--- src/rtl/aw_slave_issue.sv ---
// AW issue stage between the upstream AW FIFO read side and an AXI slave port.
// Optional outstanding-transaction limit enabled by defining AW_SLAVE_OUTSTANDING_LIMIT_EN.
module aw_slave_issue #(
  parameter int MAX_OUTSTANDING = 4
) (
  input  logic        clk,
  input  logic        rst,
  input  logic        fifo_rempty,
  input  logic [48:0] fifo_rdata,
  output logic        fifo_rpop,
  output logic [7:0]  AWID_S,
  output logic [31:0] AWADDR_S,
  output logic [3:0]  AWLEN_S,
  output logic [2:0]  AWSIZE_S,
  output logic [1:0]  AWBURST_S,
  output logic        AWVALID_S,
  input  logic        AWREADY_S,
  input  logic        BVALID_S,
  input  logic        BREADY_S,
  output logic [2:0]  outstanding,
  output logic        aw_err
);

  typedef enum logic {IDLE = 1'b0, ISSUE = 1'b1} state_t;

  state_t      r_state;
  state_t      w_stateNext;
  logic [48:0] r_payload;
  logic        r_awErr;
  logic        w_creditOk;
  logic        w_awHs;
  logic        w_load;
  logic        w_underflow;

  assign w_awHs = (r_state == ISSUE) && AWREADY_S;

`ifdef AW_SLAVE_OUTSTANDING_LIMIT_EN
  logic [2:0] r_outstanding;
  logic       w_bHs;
  logic [3:0] w_inFlight;

  assign w_bHs       = BVALID_S && BREADY_S;
  // The transaction sitting in the slot already holds a credit.
  assign w_inFlight  = {1'b0, r_outstanding} + {3'b000, (r_state == ISSUE)};
  assign w_creditOk  = w_inFlight < 4'(MAX_OUTSTANDING);
  assign w_underflow = w_bHs && (r_outstanding == 3'd0);
  assign outstanding = r_outstanding;

  always_ff @(posedge clk or posedge rst) begin
    if (rst) begin
      r_outstanding <= 3'd0;
    end else if (w_awHs && !w_bHs) begin
      r_outstanding <= r_outstanding + 3'd1;
    end else if (!w_awHs && w_bHs && (r_outstanding != 3'd0)) begin
      r_outstanding <= r_outstanding - 3'd1;
    end
  end
`else
  logic w_unusedB;

  assign w_unusedB   = BVALID_S ^ BREADY_S;
  assign w_creditOk  = 1'b1;
  assign w_underflow = 1'b0;
  assign outstanding = 3'd0;
`endif

  always_ff @(posedge clk or posedge rst) begin
    if (rst) begin
      r_state <= IDLE;
    end else begin
      r_state <= w_stateNext;
    end
  end

  always_comb begin
    w_stateNext = r_state;
    w_load      = 1'b0;
    case (r_state)
      IDLE: begin
        if (!fifo_rempty && w_creditOk) begin
          w_load      = 1'b1;
          w_stateNext = ISSUE;
        end
      end
      ISSUE: begin
        if (AWREADY_S) begin
          if (!fifo_rempty && w_creditOk) begin
            w_load = 1'b1;
          end else begin
            w_stateNext = IDLE;
          end
        end
      end
    endcase
  end

  // Gate with rst so the pop is dropped the instant reset asserts.
  assign fifo_rpop = w_load && !rst;

  always_ff @(posedge clk or posedge rst) begin
    if (rst) begin
      r_payload <= 49'd0;
    end else if (w_load) begin
      r_payload <= fifo_rdata;
    end
  end

  always_ff @(posedge clk or posedge rst) begin
    if (rst) begin
      r_awErr <= 1'b0;
    end else if ((w_load && (fifo_rdata[1:0] == 2'b11)) || w_underflow) begin
      r_awErr <= 1'b1;
    end
  end

  assign aw_err    = r_awErr;
  assign AWVALID_S = (r_state == ISSUE);
  assign AWID_S    = r_payload[48:41];
  assign AWADDR_S  = r_payload[40:9];
  assign AWLEN_S   = r_payload[8:5];
  assign AWSIZE_S  = r_payload[4:2];
  assign AWBURST_S = r_payload[1:0];

endmodule

--- config.mk ---
export PLATFORM = sky130hd
export DESIGN_NAME = aw_slave_issue
export DESIGN_NICKNAME = d
export VERILOG_FILES = /design/src/rtl/aw_slave_issue.sv
export SDC_FILE = /design/constraint.sdc
export NUM_CORES = 1
export LEC_CHECK = 0
export ABC_AREA = 1
export BUFFER_PORTS_ARGS = -buffer_cell sky130_fd_sc_hd__buf_2
export CAP_MARGIN = 10
export CORE_AREA = 2 2 101 54
export DETAILED_ROUTE_END_ITERATION = 10
export DIE_AREA = 0 0 103 56
export GPL_ROUTABILITY_DRIVEN = 0
export PLACE_DENSITY = 0.77
export SYNTH_ARGS = -nofsm -noshare
export SYNTH_HDL_FRONTEND = slang
export SYNTH_SLANG_ARGS = --single-unit
--- constraint.sdc ---
create_clock -name clk -period 1.76 [get_ports clk]
set_input_delay 0.088 -clock clk [delete_from_list [all_inputs] [get_ports clk]]
set_output_delay 0.088 -clock clk [all_outputs]
set_load 0.01 [all_outputs]
==> results of run 1 <==
==> cells in the mapped netlist <==
| cell | n |
|---|---|
| inv_1 | 4 |
| nand2_1 | 101 |
| buf_4 | 3 |
| nand3_1 | 50 |
| buf_6 | 5 |
| nand2_4 | 2 |
| nor2_1 | 1 |
| inv_2 | 1 |
| conb_1 | 1 |
| buf_2 | 10 |
| dfrtp_1 | 51 |
==> power by group <==
group          internal (mW)  total [mW]  switching, mW
Sequential              1.32        1.39         0.0752
Combinational          0.225       0.548          0.323
Clock                  0.278       0.644          0.366
Total                   1.82        2.59          0.764
==> sequential cells by signal, summed over array words and instances (netlist names) <==
register	flops
AWVALID_S	1
aw_err	1
r_payload	49
==> worst min-delay path, delay by kind of cell <==
kind	cells	cell delay [ns]
buffers and inverters	1	0.08
AND/OR/NAND/NOR	2	0.12
==> stage by stage <==
step / hold slack (ns) / instances
after floorplan: 0.164 / 231
after global placement: 0.151 / 390
after detailed placement: 0.168 / 390
after CTS: 0.00183 / 400
after global routing: 0.00641 / 400
final: 0.0120 / 400
==> cell type report <==
cell class,instances,area share
sequential,51,0.469
inverter,5,0.00736
clock inverter,2,0.00460
multi-input combinational,157,0.248
tap,70,0.0322
timing repair buffer,109,0.212
clock buffer,6,0.0267
==> per-layer routing <==
layer	vias up	GRT usage	part of all wire	routed length, um
li1	914	-	-	-
met1	890	0.201	0.41	1980
met2	54	0.321	0.54	2580
met3	4	0.0427	0.042	201
met4	0	0.0583	0.011	55
met5	-	0	0	0
==> logic make-up (layout without fill, tap and decap cells) <==
logic type,count (synthesis),count (layout),synth area share
buf+inv,23,122,0.0709
other cells,1,3,0.00180
simple gates,154,154,0.315
flops,51,51,0.613
==> how the worst max path moves through the flow <==
stage                 to        start  cells after the start
3_3_place_gp   fifo_rpop    AWVALID_S                      4
5_1_grt        fifo_rpop    AWVALID_S                      4
6_report       fifo_rpop  fifo_rempty                      6
3_5_place_dp   fifo_rpop    AWVALID_S                      4
4_1_cts        fifo_rpop  fifo_rempty                      6
2_1_floorplan  AWVALID_S          rst                      1
==> repair_timing <==
action | 4_1_cts | 5_1_grt
resized for setup | 1 | 1
hold buffers | 2 | 0
hold endpoints to repair | 24 | 0
setup endpoints to repair | 1 | 1
==> cells in the final DEF (no fill, tap or decap), drive strengths merged <==
cell type,n
dfrtp,51
clkinvlp,1
inv,4
conb,3
buf,107
nand2,103
nand3,50
clkinv,2
dlygate4sd3,2
clkbuf,6
nor2,1
==> summary.txt, run 1 <==
Timing
  – Max-slew violations: 0
  – Worst rel slew slack: 0.651
  – Tcrit/Tclk final: 0.930
  – Clock skew: just over 0.006 ns
  – Post-route worst setup slack: ~0.12 ns
  – Minimum clock period: around 1.6 ns
  – Fin Setup TNS: 0 ns
  – Fmax: about 0.61 GHz
  – Hold Vio Cnt, Final: 0
  – Worst-margin pin slew: ~0.52 ns
  – Unrepaired setup endpoints after global routing: no
  – Final setup fails: 0

Finish
  – Fillers: between 400 and 500
  – Diodes inserted: 0
  – Layout cells sized above 1: 0.358
  – FF+latch area: between 0.001 and 0.0015 mm^2
  – Total Nets Final: approximately 380
  – Synth-to-Final Area Change: 30.6%
  – Util after Layout: 0.564
  – Post-route cell area: roughly 0.0027 mm^2
  – Area occupied by multi-input gates: about 680 um^2

Worst setup path
  – Critical Path Most Common Cell: buf_2
  – CP Class: primary input to output pin
  – CP max stage cell: dlygate4sd3_1
  – FF-to-FF Start: AWVALID_S
  – Worst Reg-to-Reg Cells: 4
  – Worst-path maximum fanout: 50
  – Worst setup EP type: output pin
  – R2r setup slk: approximately 0.45 ns
  – Worst-path cell chain: dlygate4sd3_1, buf_2, clkinv_2, nand2_8, nor2_1, buf_2
  – Cell family with most CP delay: buffers and inverters
  – Nature of the critical path startpoint: primary input
  – CP peak stage delay: approximately 0.52 ns
  – CP Buf/Inv Count: 4
  – CP required: roughly 1.7 ns
  – Reg2reg end: r_payload[48]
  – Crit path DAT: roughly 1.6 ns

Clocking
  – Worst-path clk slew: 0.09 ns
  – CTS tree: done
  – Htree depth: 2
  – Clk sinks: 51
  – Clk root buf: clkbuf_8
  – Clock buffer count from CTS: 5
  – Post-CTS setup buffers: 0
  – Clock latency on the worst-skew pair: 0.30 ns
  – Maximum root-to-sink buffer count: 2

Place
  – Port bufs: 104
  – Dpl hpwl: between 3000 and 4000 um
  – DP Worst Slack: about 0.34 ns
  – Post-DP Area: ~0.0026 mm^2

Synthesis
  – Flops & latches, synth: slightly above 50
  – Synth warnings: 0
  – Synth top area share: 0.613
  – Largest cells by area after synthesis: dfrtp_1, nand2_1, nand3_1
  – Netlist cell types: 11
  – Synthesized cell area: between 0.002 and 0.0025 mm^2
  – Seq/Total Area, Yosys: 0.613
  – Synth area leader: dfrtp_1
  – Syn avg cell area: a little over 9 um^2
  – Syn Inst Count: 229

Routing
  – Via density: roughly 4.7
  – Vias: around 1900
  – Wire per inst: about 12 um
  – Drt pass-1 iters: 4
  – Routed Antenna Nets: 0
  – Residual DRC count: 0
  – Final WL: between 4000 and 5000 um
  – Initial drt markers: between 100 and 150

Power and ir drop
  – Total power draw: approximately 2.6 mW
  – Pwr dens: about 950 mW/mm^2
  – Max VDD drop: 0.000377 V
  – Pleak: 1.59 nW

GRT
  – Initial antenna violation count: 0
  – Tot GR Track Use: 0.176
  – First-pass GRT wire length: 7940 um
  – Vias in the first global route: 1800
  – Gr ovfl total: 0
  – Largest net degree at the start of global routing: about 50

Floorplanning
  – Core area: between 0.004 and 0.005 mm^2
  – Die Wd: approximately 100 um
  – Num rows: 18
  – Die H: between 50 and 60 um
  – Initial core utilization: 0.432
  – IO Pins: 110
  – Die area: between 0.005 and 0.006 mm^2

Status
  – Status: completed

Min path
  – Hold Path Depth: 3
  – Hold Crit Class: primary input to register
  – Hold Path Sink: r_payload[32]
  – Hold path startpoint: fifo_rdata[32]

Run
  – Max-Cap Viols: 0
Power figures use the tool's default switching activity.
==> inputs of run 2 (changes only) <==
--- a/config.mk
+++ b/config.mk
@@ -8,9 +8,9 @@
 export ABC_AREA = 1
 export BUFFER_PORTS_ARGS = -buffer_cell sky130_fd_sc_hd__buf_2
 export CAP_MARGIN = 10
-export CORE_AREA = 2 2 101 54
+export CORE_AREA = 2 2 72 74
 export DETAILED_ROUTE_END_ITERATION = 10
-export DIE_AREA = 0 0 103 56
+export DIE_AREA = 0 0 74 76
 export GPL_ROUTABILITY_DRIVEN = 0
 export PLACE_DENSITY = 0.77
 export SYNTH_ARGS = -nofsm -noshare
==> run 2 against run 1 <==
  * Clock power rose by 11%
  * Fmax rose by 4.3%
  * Routed wire length fell by 1.4%
  * Die area fell by 2.5%
  * Hold slack improved by 0.0099 ns
  * Worst setup slack improved by 0.067 ns
  * Combinational power barely moved
  * Via count rose by 0.27%
  * Critical path depth fell by 2
  * Sequential share of layout area fell by 0.51 points
  * Flip-flop and latch count did not move
==> summary.txt, run 2 (synthesis results as in run 1) <==
Timing
  – Hold Vio Cnt, Final: 0 (unchanged)
  – Fmax: 0.637 GHz (+4.3%)
  – Unrepaired setup endpoints after global routing: no
  – Tcrit/Tclk final: 0.892 (-0.0382)
  – Fin Setup TNS: 0 ns (unchanged)
  – Final setup fails: 0 (unchanged)
  – Minimum clock period: 1.57 ns (-0.0672 ns)
  – Clock skew: 0.00434 ns (-0.00173 ns)
  – Max-slew violations: 0 (unchanged)

Routing
  – Final WL: 4750 um (-1.4%)
  – Residual DRC count: 0 (unchanged)
  – Via density: 4.66 (about the same)
  – Vias: 1867 (+0.27%)
  – Initial drt markers: 152 (+10%)
  – Routed Antenna Nets: 0 (unchanged)
  – Drt pass-1 iters: 4 (unchanged)
  – Wire per inst: 11.8 um (-1.6%)

GRT
  – First-pass GRT wire length: 8170 um (+2.9%)
  – Tot GR Track Use: 0.181 (+0.00446)
  – Initial antenna violation count: 0 (unchanged)
  – Gr ovfl total: 0 (unchanged)
  – Largest net degree at the start of global routing: 51 (unchanged)
  – Vias in the first global route: 1795 (-0.28%)

Worst setup path
  – Cell family with most CP delay: simple AND/OR/NAND/NOR gates
  – Nature of the critical path startpoint: register
  – FF-to-FF Start: AWVALID_S
  – Worst setup EP type: output pin
  – Crit path DAT: 1.48 ns (-0.07 ns)
  – CP Buf/Inv Count: 1 (-3)
  – R2r setup slk: 0.53 ns (+0.08 ns)
  – CP Class: register to output pin
  – Worst Reg-to-Reg Cells: 4 (unchanged)
  – CP max stage cell: dfrtp_1
  – CP peak stage delay: 0.45 ns (-0.07 ns)
  – Worst-path cell chain: nand2_8, nand2_8, nor2_1, buf_2
  – CP required: 1.67 ns (about the same)
  – Critical Path Most Common Cell: nand2_8
  – Worst-path maximum fanout: 50 (unchanged)
  – Reg2reg end: r_payload[12]

Floorplanning
  – Initial core utilization: 0.424 (-0.00815)
  – Core area: 0.00491 mm^2 (+1.9%)
  – IO Pins: 110 (unchanged)
  – Die area: 0.00562 mm^2 (-2.5%)
  – Die H: 76 um (+36%)
  – Num rows: 26 (+8)
  – Die Wd: 74 um (-28%)

Finish
  – Largest Register: r_payload
  – Max reg flops: 49 (unchanged)
  – Commonest non-fill, non-tap cell in the layout: buf_2
  – Synth-to-Final Area Change: 32.0%
  – Diodes inserted: 0 (unchanged)
  – Fillers: 475 (+6.7%)
  – Post-route cell area: 0.00275 mm^2 (+1.1%)
  – Layout cells sized above 1: 0.360 (+0.00194)
  – Total Nets Final: 385 (+0.26%)
  – Most frequent cells in the layout: buf_2, nand2_1, dfrtp_1

Clocking
  – CTS tree: done
  – Clk root buf: clkbuf_8
  – Worst-path clk slew: 0.09 ns (about the same)
  – Post-CTS setup buffers: 0 (unchanged)
  – Clk sinks: 51 (unchanged)
  – Clock latency on the worst-skew pair: 0.29 ns (about the same)
  – Maximum root-to-sink buffer count: 2 (unchanged)
  – Clock buffer count from CTS: 5 (unchanged)
  – Htree depth: 2 (unchanged)

Status
  – Status: completed

Min path
  – Hold Path Depth: 3 (unchanged)
  – Hold path startpoint: fifo_rdata[10]
  – Hold Crit Class: primary input to register
  – Hold Path Sink: r_payload[10]

Power and ir drop
  – Pwr dens: 967 mW/mm^2 (+1.7%)
  – Max VDD drop: 0.000486 V (+29%)
  – Pleak: 1.61 nW (+0.92%)

Place
  – Dpl hpwl: 3250 um (-6.6%)
  – Port bufs: 104 (unchanged)
  – Post-DP Area: 0.00261 mm^2 (+0.29%)

Run
  – Max-Cap Viols: 0 (unchanged)
## run 2: cell count changes in the layout (fill, tap and decap cells not counted), sizes merged
cell,delta
buf,+1
clkbuf,+2
clkinv,-2
clkinvlp,-1
inv,+1
## run 2: area by class of cell
class,instances,area [um^2],share of cell area
clock buffers,8,100,0.0364
repair buffers,110,583,0.212
well taps,70,87.6,0.0318
inverters,5,18.8,0.00682
multi-input cells,157,684,0.249
flip-flops and latches,51,1280,0.464
## run 2: stage by stage
stage	hold slack, ns	total power [mW]	worst slack, ns	utilization	cells
final	0.0218	2.66	0.190	0.560	401
after global routing	0.0185	2.82	0.0560	0.560	401
after CTS	0.0127	2.69	0.0612	0.558	401
after detailed placement	0.130	1.97	0.269	0.532	391
after global placement	0.119	1.95	0.316	0.532	391
after floorplan	0.164	1.72	0.442	-	231
## run 2: power breakdown
group          switching (mW)  internal (mW)
clock network           0.354          0.359
registers              0.0790           1.32
logic                   0.321          0.227
## run 2: worst max path at each step
stage	slack, ns	startpoint	endpoint	cells after the start
after floorplan	0.44	rst	AWVALID_S	1
after global routing	0.06	AWVALID_S	fifo_rpop	4
after global placement	0.32	AWVALID_S	fifo_rpop	4
after detailed placement	0.27	AWVALID_S	fifo_rpop	4
final	0.19	AWVALID_S	fifo_rpop	4
after CTS	0.06	AWVALID_S	fifo_rpop	4
## run 2: worst reg2reg max path, cell delays in order, from the launching register on
cell	delay [ns]
dfrtp_1	0.45
nand2_8	0.21
buf_4	0.32
nand3_1	0.12
nand2_1	0.08
## run 2: timing repair
| item | 4_1_cts | 5_1_grt |
|---|---|---|
| hold endpoints to repair | 20 | 0 |
| endpoints found under the setup margin | 1 | 1 |
| pin swaps | 0 | 1 |
| hold buffers | 2 | 0 |
| gates resized for setup | 1 | 1 |
## run 2: routing by layer
layer / part of all wire / GRT usage
met5: 0 / 0
met4: 0.0048 / 0.0436
met3: 0.063 / 0.0344
met2: 0.48 / 0.310
met1: 0.45 / 0.233
==> inputs of run 3 (changes only) <==
--- a/config.mk
+++ b/config.mk
@@ -8,11 +8,11 @@
 export ABC_AREA = 1
 export BUFFER_PORTS_ARGS = -buffer_cell sky130_fd_sc_hd__buf_2
 export CAP_MARGIN = 10
-export CORE_AREA = 2 2 72 74
+export CORE_AREA = 2 2 76 78
 export DETAILED_ROUTE_END_ITERATION = 10
-export DIE_AREA = 0 0 74 76
+export DIE_AREA = 0 0 78 80
 export GPL_ROUTABILITY_DRIVEN = 0
-export PLACE_DENSITY = 0.77
+export PLACE_DENSITY = 0.7
 export SYNTH_ARGS = -nofsm -noshare
 export SYNTH_HDL_FRONTEND = slang
 export SYNTH_SLANG_ARGS = --single-unit
==> run 3 against run 2 <==
  * Die area increased by 11%
  * Final cell count grew 0.50%
  * Sequential share of layout area is 0.11 points higher
  * Global-route usage decreased by 1.8 points
  * Non-clock buffer count unchanged
  * Register-to-register slack got worse by 0.08 ns
  * Combinational power about the same
  * Flip-flop and latch count unchanged
  * Clock skew rose by 0.0013 ns
  * First-iteration DRC count shrank 26%
  * Largest cell class unchanged
  * Highest routed layer unchanged
==> summary.txt, run 3 (synthesis results as in run 1) <==
Finish
  – Diodes inserted: 0 (unchanged)
  – FF+latch area: 0.00128 mm^2 (unchanged)
  – Largest Register: r_payload
  – Synth-to-Final Area Change: 31.7%
  – Total Nets Final: 385 (unchanged)
  – Layout cells sized above 1: 0.360 (unchanged)
  – Max reg flops: 49 (unchanged)
  – Most frequent cells in the layout: buf_2, nand2_1, dfrtp_1
  – Fillers: 522 (+9.9%)
  – Post-route cell area: 0.00274 mm^2 (-0.23%)
  – Commonest non-fill, non-tap cell in the layout: buf_2
  – Util after Layout: 0.508 (-0.0522)
  – Area occupied by multi-input gates: 676 um^2 (-1.3%)

Floorplanning
  – IO Pins: 110 (unchanged)
  – Initial core utilization: 0.385 (-0.0387)
  – Core area: 0.00541 mm^2 (+10%)
  – Num rows: 27 (+3.8%)
  – Die Wd: 78 um (+5.4%)
  – Die area: 0.00624 mm^2 (+11%)
  – Die H: 80 um (+5.3%)

Timing
  – Post-route worst setup slack: 0.160 ns (-0.0295 ns)
  – Worst-margin pin slew: about 0.52 ns
  – Final setup fails: 0 (unchanged)
  – Tcrit/Tclk final: 0.909 (+0.0168)
  – Hold Vio Cnt, Final: 0 (unchanged)
  – Fin Setup TNS: 0 ns (unchanged)
  – Fmax: 0.625 GHz (-1.8%)
  – Unrepaired setup endpoints after global routing: no
  – Clock skew: 0.00562 ns (+0.00128 ns)
  – Worst rel slew slack: 0.652
  – Max-slew violations: 0 (unchanged)
  – Minimum clock period: 1.60 ns (+0.0295 ns)

Status
  – Status: completed

Place
  – Post-DP Area: 0.00262 mm^2 (about the same)
  – DP Worst Slack: 0.327 ns (+0.0582 ns)
  – Port bufs: 104 (unchanged)
  – Dpl hpwl: 3270 um (+0.59%)

Worst setup path
  – R2r setup slk: 0.45 ns (-0.08 ns)
  – CP startpoint: AWVALID_S
  – Nature of the critical path startpoint: register
  – Worst setup EP type: output pin
  – FF-to-FF Start: AWVALID_S
  – CP Class: register to output pin
  – CP required: 1.67 ns (about the same)
  – Worst-path maximum fanout: 50 (unchanged)
  – Crit path DAT: 1.51 ns (+0.03 ns)

Clocking
  – Clock latency on the worst-skew pair: 0.29 ns (about the same)
  – Worst-path clk slew: 0.09 ns (about the same)
  – Htree depth: 2 (unchanged)
  – Clock buffer count from CTS: 5 (unchanged)
  – Clk root buf: clkbuf_8
  – Post-CTS setup buffers: 0 (unchanged)
  – Clk sinks: 51 (unchanged)
  – Maximum root-to-sink buffer count: 2 (unchanged)
  – CTS tree: done

Run
  – Max-Cap Viols: 0 (unchanged)

GRT
  – Initial antenna violation count: 0 (unchanged)
  – Gr ovfl total: 0 (unchanged)
  – Largest net degree at the start of global routing: 51 (unchanged)
  – First-pass GRT wire length: 8010 um (-1.9%)
  – Vias in the first global route: 1731 (-3.6%)
  – Tot GR Track Use: 0.162 (-0.0185)

Routing
  – Final WL: 4720 um (-0.61%)
  – Vias: 1863 (-0.21%)
  – Via density: 4.62 (-0.71%)
  – Routed Antenna Nets: 0 (unchanged)
  – Initial drt markers: 112 (-26%)
  – Residual DRC count: 0 (unchanged)
  – Wire per inst: 11.7 um (-1.1%)
  – Drt pass-1 iters: 4 (unchanged)

Min path
  – Hold Crit Class: primary input to register
  – Hold path startpoint: fifo_rdata[12]

Power and ir drop
  – Pwr dens: 969 mW/mm^2 (+0.22%)
  – Max VDD drop: 0.000361 V (-26%)
  – Pleak: 1.61 nW (about the same)
  – Total power draw: 2.66 mW (about the same)
run 3: cell counts in the layout (fill, tap and decap cells not counted):
No cell type changed its count.
run 3: per-layer routing:
layer  vias up  share of wire  track usage
li1        915              -            -
met1       879           0.44        0.206
met2        64           0.48        0.273
met3         5          0.066       0.0396
met4         0          0.011       0.0526
met5         -              0            0
run 3: path summary, 6_finish.rpt:
kind / end / cells past startpoint
max: fifo_rpop / 4
min: r_payload[12] / 3
max reg2reg: r_payload[6] / 4
min reg2reg: aw_err / 2
max in group asynchronous: r_payload[38] / 4
min in group asynchronous: r_payload[10] / 3
run 3: where the power goes:
part / switching (mW) / internal [mW] / total (mW)
combinational: 0.319 / 0.226 / 0.546
sequential: 0.0744 / 1.32 / 1.39
clock: 0.361 / 0.359 / 0.720
run 3: layout make-up:
cell class                 count  area share
clock buffer                   8      0.0365
inverter                       5     0.00684
multi-input combinational    157       0.246
sequential                    51       0.465
tap                           72      0.0328
timing repair buffer         110       0.212
run 3: critical path, cell delays in order (launching register included):
cell     delay [ns]
dfrtp_1        0.42
nand2_4        0.25
nand2_8        0.24
nor2_1         0.15
buf_2          0.14
run 3: timing repair:
action                     4_1_cts  5_1_grt
pin swaps                        0        1
setup endpoints to repair        1        1
hold endpoints to repair        23        0
resized for setup                1        0
hold buffers                     2        0
run 3: through the flow:
stage                     hold WS [ns]  instances
after floorplan                  0.164        231
after global placement           0.158        393
after detailed placement         0.163        393
after CTS                      0.00403        403
after global routing            0.0108        403
final                           0.0161        403
